### config.mk
export PLATFORM = sky130hd
export DESIGN_NAME = ps2_rx_fifo
export DESIGN_NICKNAME = d
export VERILOG_FILES = /design/src/rtl/ps2_rx_fifo.sv
export SDC_FILE = /design/constraint.sdc
export NUM_CORES = 1
export LEC_CHECK = 0
export BUFFER_PORTS_ARGS = -buffer_cell sky130_fd_sc_hd__clkbuf_2
export CAP_MARGIN = 20
export CORE_AREA = 2 2 85 119
export CTS_CLUSTER_SIZE = 20
export DETAILED_ROUTE_END_ITERATION = 8
export DIE_AREA = 0 0 87 121
export GPL_ROUTABILITY_DRIVEN = 0
export GPL_TIMING_DRIVEN = 0
export PLACE_DENSITY = 0.64
export SLEW_MARGIN = 40
export SYNTH_ARGS = -nofsm -noshare
export SYNTH_HDL_FRONTEND = slang
export SYNTH_SLANG_ARGS = --single-unit
### constraint.sdc
create_clock -name clk -period 4.25 [get_ports clk]
set_clock_uncertainty 0.2 [all_clocks]
set_input_delay 1.275 -clock clk [delete_from_list [all_inputs] [get_ports clk]]
set_output_delay 1.275 -clock clk [all_outputs]
set_load 0.02 [all_outputs]
### src/rtl/ps2_rx_fifo.sv
// PS/2 device-to-host receiver: synchronises the bus, deframes 11-bit frames and buffers scan codes.
// Optional mid-frame watchdog abort is enabled by defining PS2_TIMEOUT_EN.
module ps2_rx_fifo #(
   parameter int unsigned FIFO_DEPTH     = 8,
   parameter int unsigned TIMEOUT_CYCLES = 50000
) (
   input  logic                          clk,
   input  logic                          resetn,
   input  logic                          ps2_clk,
   input  logic                          ps2_data,
   input  logic                          rd_ready,
   output logic                          rd_valid,
   output logic [7:0]                    rd_data,
   output logic [$clog2(FIFO_DEPTH):0]   fifo_count,
   output logic                          overflow,
   output logic                          frame_err,
   input  logic                          clr_flags
);

   localparam int unsigned PW = $clog2(FIFO_DEPTH);
   localparam int unsigned CW = PW + 1;

   typedef enum logic {StIdle, StRecv} state_e;

   state_e          r_state;
   logic [3:0]      r_bit_cnt;
   logic [8:0]      r_shift;
   logic [2:0]      r_clk_sync;
   logic [1:0]      r_dat_sync;
   logic            r_frame_err;
   logic            r_overflow;
   logic [7:0]      r_mem [FIFO_DEPTH];
   logic [PW-1:0]   r_wr_ptr;
   logic [PW-1:0]   r_rd_ptr;
   logic [CW-1:0]   r_count;

   logic            w_fall;
   logic            w_bit;
   logic            w_done;
   logic            w_good;
   logic            w_bad;
   logic            w_abort;
   logic            w_full;
   logic            w_rd_valid;
   logic            w_push;
   logic            w_pop;

   // Chains reset to ones so a reset never manufactures a falling edge.
   always_ff @(posedge clk or negedge resetn) begin
      if (!resetn) begin
         r_clk_sync <= 3'b111;
         r_dat_sync <= 2'b11;
      end else begin
         r_clk_sync <= {r_clk_sync[1:0], ps2_clk};
         r_dat_sync <= {r_dat_sync[0], ps2_data};
      end
   end

   assign w_fall = r_clk_sync[2] & ~r_clk_sync[1];
   assign w_bit  = r_dat_sync[1];

   // Stop bit arrives at bit_cnt 10; shift then holds {parity, data[7:0]}.
   assign w_done = (r_state == StRecv) && w_fall && (r_bit_cnt == 4'd10) && !w_abort;
   assign w_good = w_done && w_bit && (^r_shift);
   assign w_bad  = (w_done && !w_good) || w_abort;

`ifdef PS2_TIMEOUT_EN
   localparam logic [15:0] TimeoutLimit = 16'(TIMEOUT_CYCLES);
   logic [15:0] r_wdog;

   always_ff @(posedge clk or negedge resetn) begin
      if (!resetn) begin
         r_wdog <= '0;
      end else if (r_state == StIdle || w_fall) begin
         r_wdog <= '0;
      end else if (r_wdog != TimeoutLimit) begin
         r_wdog <= r_wdog + 16'd1;
      end
   end

   assign w_abort = (r_state == StRecv) && (r_wdog == TimeoutLimit);
`else
   assign w_abort = 1'b0;
`endif

   always_ff @(posedge clk or negedge resetn) begin
      if (!resetn) begin
         r_state     <= StIdle;
         r_bit_cnt   <= '0;
         r_shift     <= '0;
         r_frame_err <= 1'b0;
      end else begin
         r_frame_err <= w_bad;
         if (w_abort) begin
            r_state   <= StIdle;
            r_bit_cnt <= '0;
         end else if (w_fall) begin
            unique case (r_state)
               StIdle: begin
                  if (!w_bit) begin
                     r_state   <= StRecv;
                     r_bit_cnt <= 4'd1;
                  end
               end
               StRecv: begin
                  if (r_bit_cnt == 4'd10) begin
                     r_state   <= StIdle;
                     r_bit_cnt <= '0;
                  end else begin
                     r_shift   <= {w_bit, r_shift[8:1]};
                     r_bit_cnt <= r_bit_cnt + 4'd1;
                  end
               end
               default: begin
                  r_state   <= StIdle;
                  r_bit_cnt <= '0;
               end
            endcase
         end
      end
   end

   assign w_full     = (r_count == CW'(FIFO_DEPTH));
   assign w_rd_valid = (r_count != '0);
   assign w_pop      = w_rd_valid && rd_ready;
   // A pop in the same cycle frees the slot, so a full FIFO still accepts.
   assign w_push     = w_good && (!w_full || w_pop);

   always_ff @(posedge clk) begin
      if (w_push) begin
         r_mem[r_wr_ptr] <= r_shift[7:0];
      end
   end

   always_ff @(posedge clk or negedge resetn) begin
      if (!resetn) begin
         r_wr_ptr   <= '0;
         r_rd_ptr   <= '0;
         r_count    <= '0;
         r_overflow <= 1'b0;
      end else begin
         if (w_push) r_wr_ptr <= r_wr_ptr + 1'b1;
         if (w_pop)  r_rd_ptr <= r_rd_ptr + 1'b1;
         if (w_push && !w_pop) begin
            r_count <= r_count + 1'b1;
         end else if (!w_push && w_pop) begin
            r_count <= r_count - 1'b1;
         end
         if (w_good && w_full && !w_pop) begin
            r_overflow <= 1'b1;
         end else if (clr_flags) begin
            r_overflow <= 1'b0;
         end
      end
   end

   assign rd_valid   = w_rd_valid;
   assign rd_data    = w_rd_valid ? r_mem[r_rd_ptr] : 8'h00;
   assign fifo_count = r_count;
   assign overflow   = r_overflow;
   assign frame_err  = r_frame_err;

endmodule
==> metrics.txt <==
status finished, final reports clean; largest net degree at the start of global routing 32; Rel. slew slack 0.471; post-DR wirelength/cell around 16 um; Peak VDD IR 343 uV; syn_nets ~250; H-tree depth 3; Layout fillers 814; # diodes 0; Slew @ Worst Pin 790 ps; Tmin final a little under 4000 ps; area of the multi-input gates 1230 sq um; max_cap viols 0; Compound-Gate Fraction of Synth Area 0.0187; Synth Area in Adders 0.0272; Core Util, Final 0.484; Synth Warn # 0; share of cells above drive strength 1 0.299; worst r2r dst fifo_count[3]$_DFFE_PN0P_; worst setup margin around 400 ps; Worst-Skew Late Latency 340 ps; met2 WL 3.28 mm; main combinational cell family by area after synthesis multiplexers; register area share after synthesis 0.684; post-route ant nets 0; post-synthesis cell type count 38; WL final 6.08 mm; IO Pins 21; Gates resized, CTS repair 0; crit path cell chain buf_1, clkbuf_1, mux4_2, mux2i_1, nor2_1, clkbuf_2; cell area after synthesis 3960 sq um; WHS 155 ps; CP arrival 2380 ps; Starting Density 0.420; Power Density 737 nW/um^2; HPWL after DPL 4.32 mm; #FFs+latches synth 95; worst-case clock buffer depth 2; design area 4550 sq um; reg-to-reg startpoint r_shift[5]$_DFFE_PN0P_; DR top layer met4; Leakage around 1.7 nW; Fmax about 260 MHz; row cnt 42; DRC violations left 0; hold wc startpoint r_dat_sync[0]$_DFF_PN1_; Final Net Count 277; die width just under 90 um; critical path type reg -> out; synthesis-to-layout area growth 15.1%; cts bufs inserted 9; I/O Buffers 20; Hold Crit Endpoint r_dat_sync[1]$_DFF_PN1_; Register-to-Register Path Depth 12; cell count after synthesis 232; Data required, critical path between 2000 and 3000 ps; Max Slew Vio Count 0; TritonCTS clock tree done; initial antenna violation count 0; vias per cell 5.09; slowest cell on the critical path clkbuf_1; crit end category primary output; xor/xnor share of the synthesized area 0.0437; hold_buf cts 0; Crit path largest cell delay 490 ps; r2r setup slk 1010 ps; Synth Area in Simple Gates 0.0721; vias in the first global route approximately 2000; Remaining Overflow, GRT 0; post-CTS setup buffers 0; Routed met1 length 2.53 mm; fin cells 378; Die H 121 um; post-synthesis mux area share 0.144; CP Launch Type register; first-pass GRT wire length 9.95 mm; Initial DRC Count between 70 and 80; routed wl met3 128 um; Root Buffer clkbuf_16; drt first pass iters 4; post-route clock period utilization 0.907; Placed Instance Area between 4000 and 5000 sq um; core area ~9400 sq um; Final TNS setup 0 ps; DP Worst Slack 519 ps; cell depth of the worst hold path 0; final setup fails 0; Reg area 2700 sq um; RSZ-0062 raised after global routing no; Total GRT Usage 0.129; Syn Area/Cell 17.0 sq um; final hold violation count 0; total power 3.36 mW; Critical Path Fanout Max 10; HP Class reg -> reg; routed vias 1923; clock sinks 95; die area about 11000 sq um; placed insts 362; Clock transition at path regs 60 ps
-- cell usage in the layout (no fill, tap or decap), types with 2 or more instances in the layout --
cell type / Yosys / final
mux4_2: 16 / 16
nand3b_1: 3 / 3
dfrtp_1: 26 / 26
clkbuf_1: 2 / 3
nand2b_1: 3 / 3
edfxtp_1: 64 / 64
nand3_1: 6 / 6
buf_1: 2 / 2
xor2_1: 2 / 2
mux2_2: 10 / 10
inv_1: 5 / 5
dfstp_2: 5 / 5
clkbuf_2: 0 / 19
nor3_2: 0 / 2
o21ai_0: 6 / 6
buf_2: 2 / 3
nand2_1: 9 / 9
nor2_2: 0 / 2
clkbuf_8: 0 / 4
nor2_1: 22 / 20
xnor2_1: 10 / 10
clkbuf_16: 0 / 11
a21oi_1: 3 / 3
ha_1: 7 / 7
mux2i_1: 8 / 8
nor3_1: 4 / 2
-- sequential cells by signal (all words and copies together), names as in the netlist --
name	count
r_clk_sync	3
fifo_count	4
r_mem	64
r_shift	9
r_wr_ptr	3
r_state	1
r_rd_ptr	3
overflow	1
frame_err	1
r_bit_cnt	4
r_dat_sync	2
-- cells in the mapped netlist (all sizes together) --
cell,n,area share
edfxtp,64,0.49
dfrtp,26,0.16
nor2,22,0.021
mux4,16,0.091
xnor2,12,0.033
mux2,11,0.032
nand2,9,0.0085
mux2i,8,0.020
ha,7,0.022
nand3,6,0.0076
o21ai,6,0.0076
dfstp,5,0.033
inv,5,0.0047
buf,4,0.0044
nor3,4,0.0051
a21oi,3,0.0038
nand2b,3,0.0047
nand3b,3,0.0057
and2,2,0.0035
clkbuf,2,0.0019
nand4,2,0.0070
xor2,2,0.0044
a21boi,1,0.0019
a21o,1,0.0019
fa,1,0.0051
nor2b,1,0.0016
nor3b,1,0.0019
nor4,1,0.0032
o22ai,1,0.0016
o31ai,1,0.0019
or4b,1,0.0025
xnor3,1,0.0060
-- power by group --
group          switching, mW  internal (mW)  leakage, nW
clock network          0.311          0.532        0.165
logic                  0.597          0.559        0.568
registers              0.183           1.17        0.958
-- area by class of cell --
type | instances | area share
Tap cell | 110 | 0.0302
Sequential cell | 95 | 0.594
Clock buffer | 16 | 0.0734
Multi-Input combinational cell | 126 | 0.271
Buffer | 6 | 0.00550
Timing Repair Buffer | 20 | 0.0220
Inverter | 5 | 0.00412
-- worst max-delay path by stage --
stage                       startpoint                   endpoint  slack, ps  cells after the start
2_1_floorplan                 rd_ready  fifo_count[3]$_DFFE_PN0P_        870                     11
3_3_place_gp                  rd_ready      r_mem[1][6]$_DFFE_PP_        500                      5
3_5_place_dp                  rd_ready  fifo_count[3]$_DFFE_PN0P_        520                     12
4_1_cts        r_rd_ptr[1]$_DFFE_PN0N_                 rd_data[1]        320                      6
5_1_grt        r_rd_ptr[1]$_DFFE_PN0N_                 rd_data[6]        230                      6
6_report       r_rd_ptr[1]$_DFFE_PN0N_                 rd_data[6]        390                      6
-- per-layer routing --
layer / vias up / track usage
met4: 0 / 0.0674
met1: 955 / 0.150
met5: - / 0
li1: 939 / -
met2: 18 / 0.217
met3: 11 / 0.0306
-- worst max-delay path, delay by kind of cell (launching register included) --
family / cells / cell delay (ps)
buffers and inverters: 3 / 1080
multiplexers: 2 / 550
flip-flops: 1 / 340
AND/OR/NAND/NOR: 1 / 60
-- cell families after synthesis --
logic type	after synthesis
flops	95
simple gates	55
mux	35
xor+xnor	15
compound gates	13
buf+inv	11
fa+ha+maj	8
Note: power is estimated with default switching activity, not from simulation.
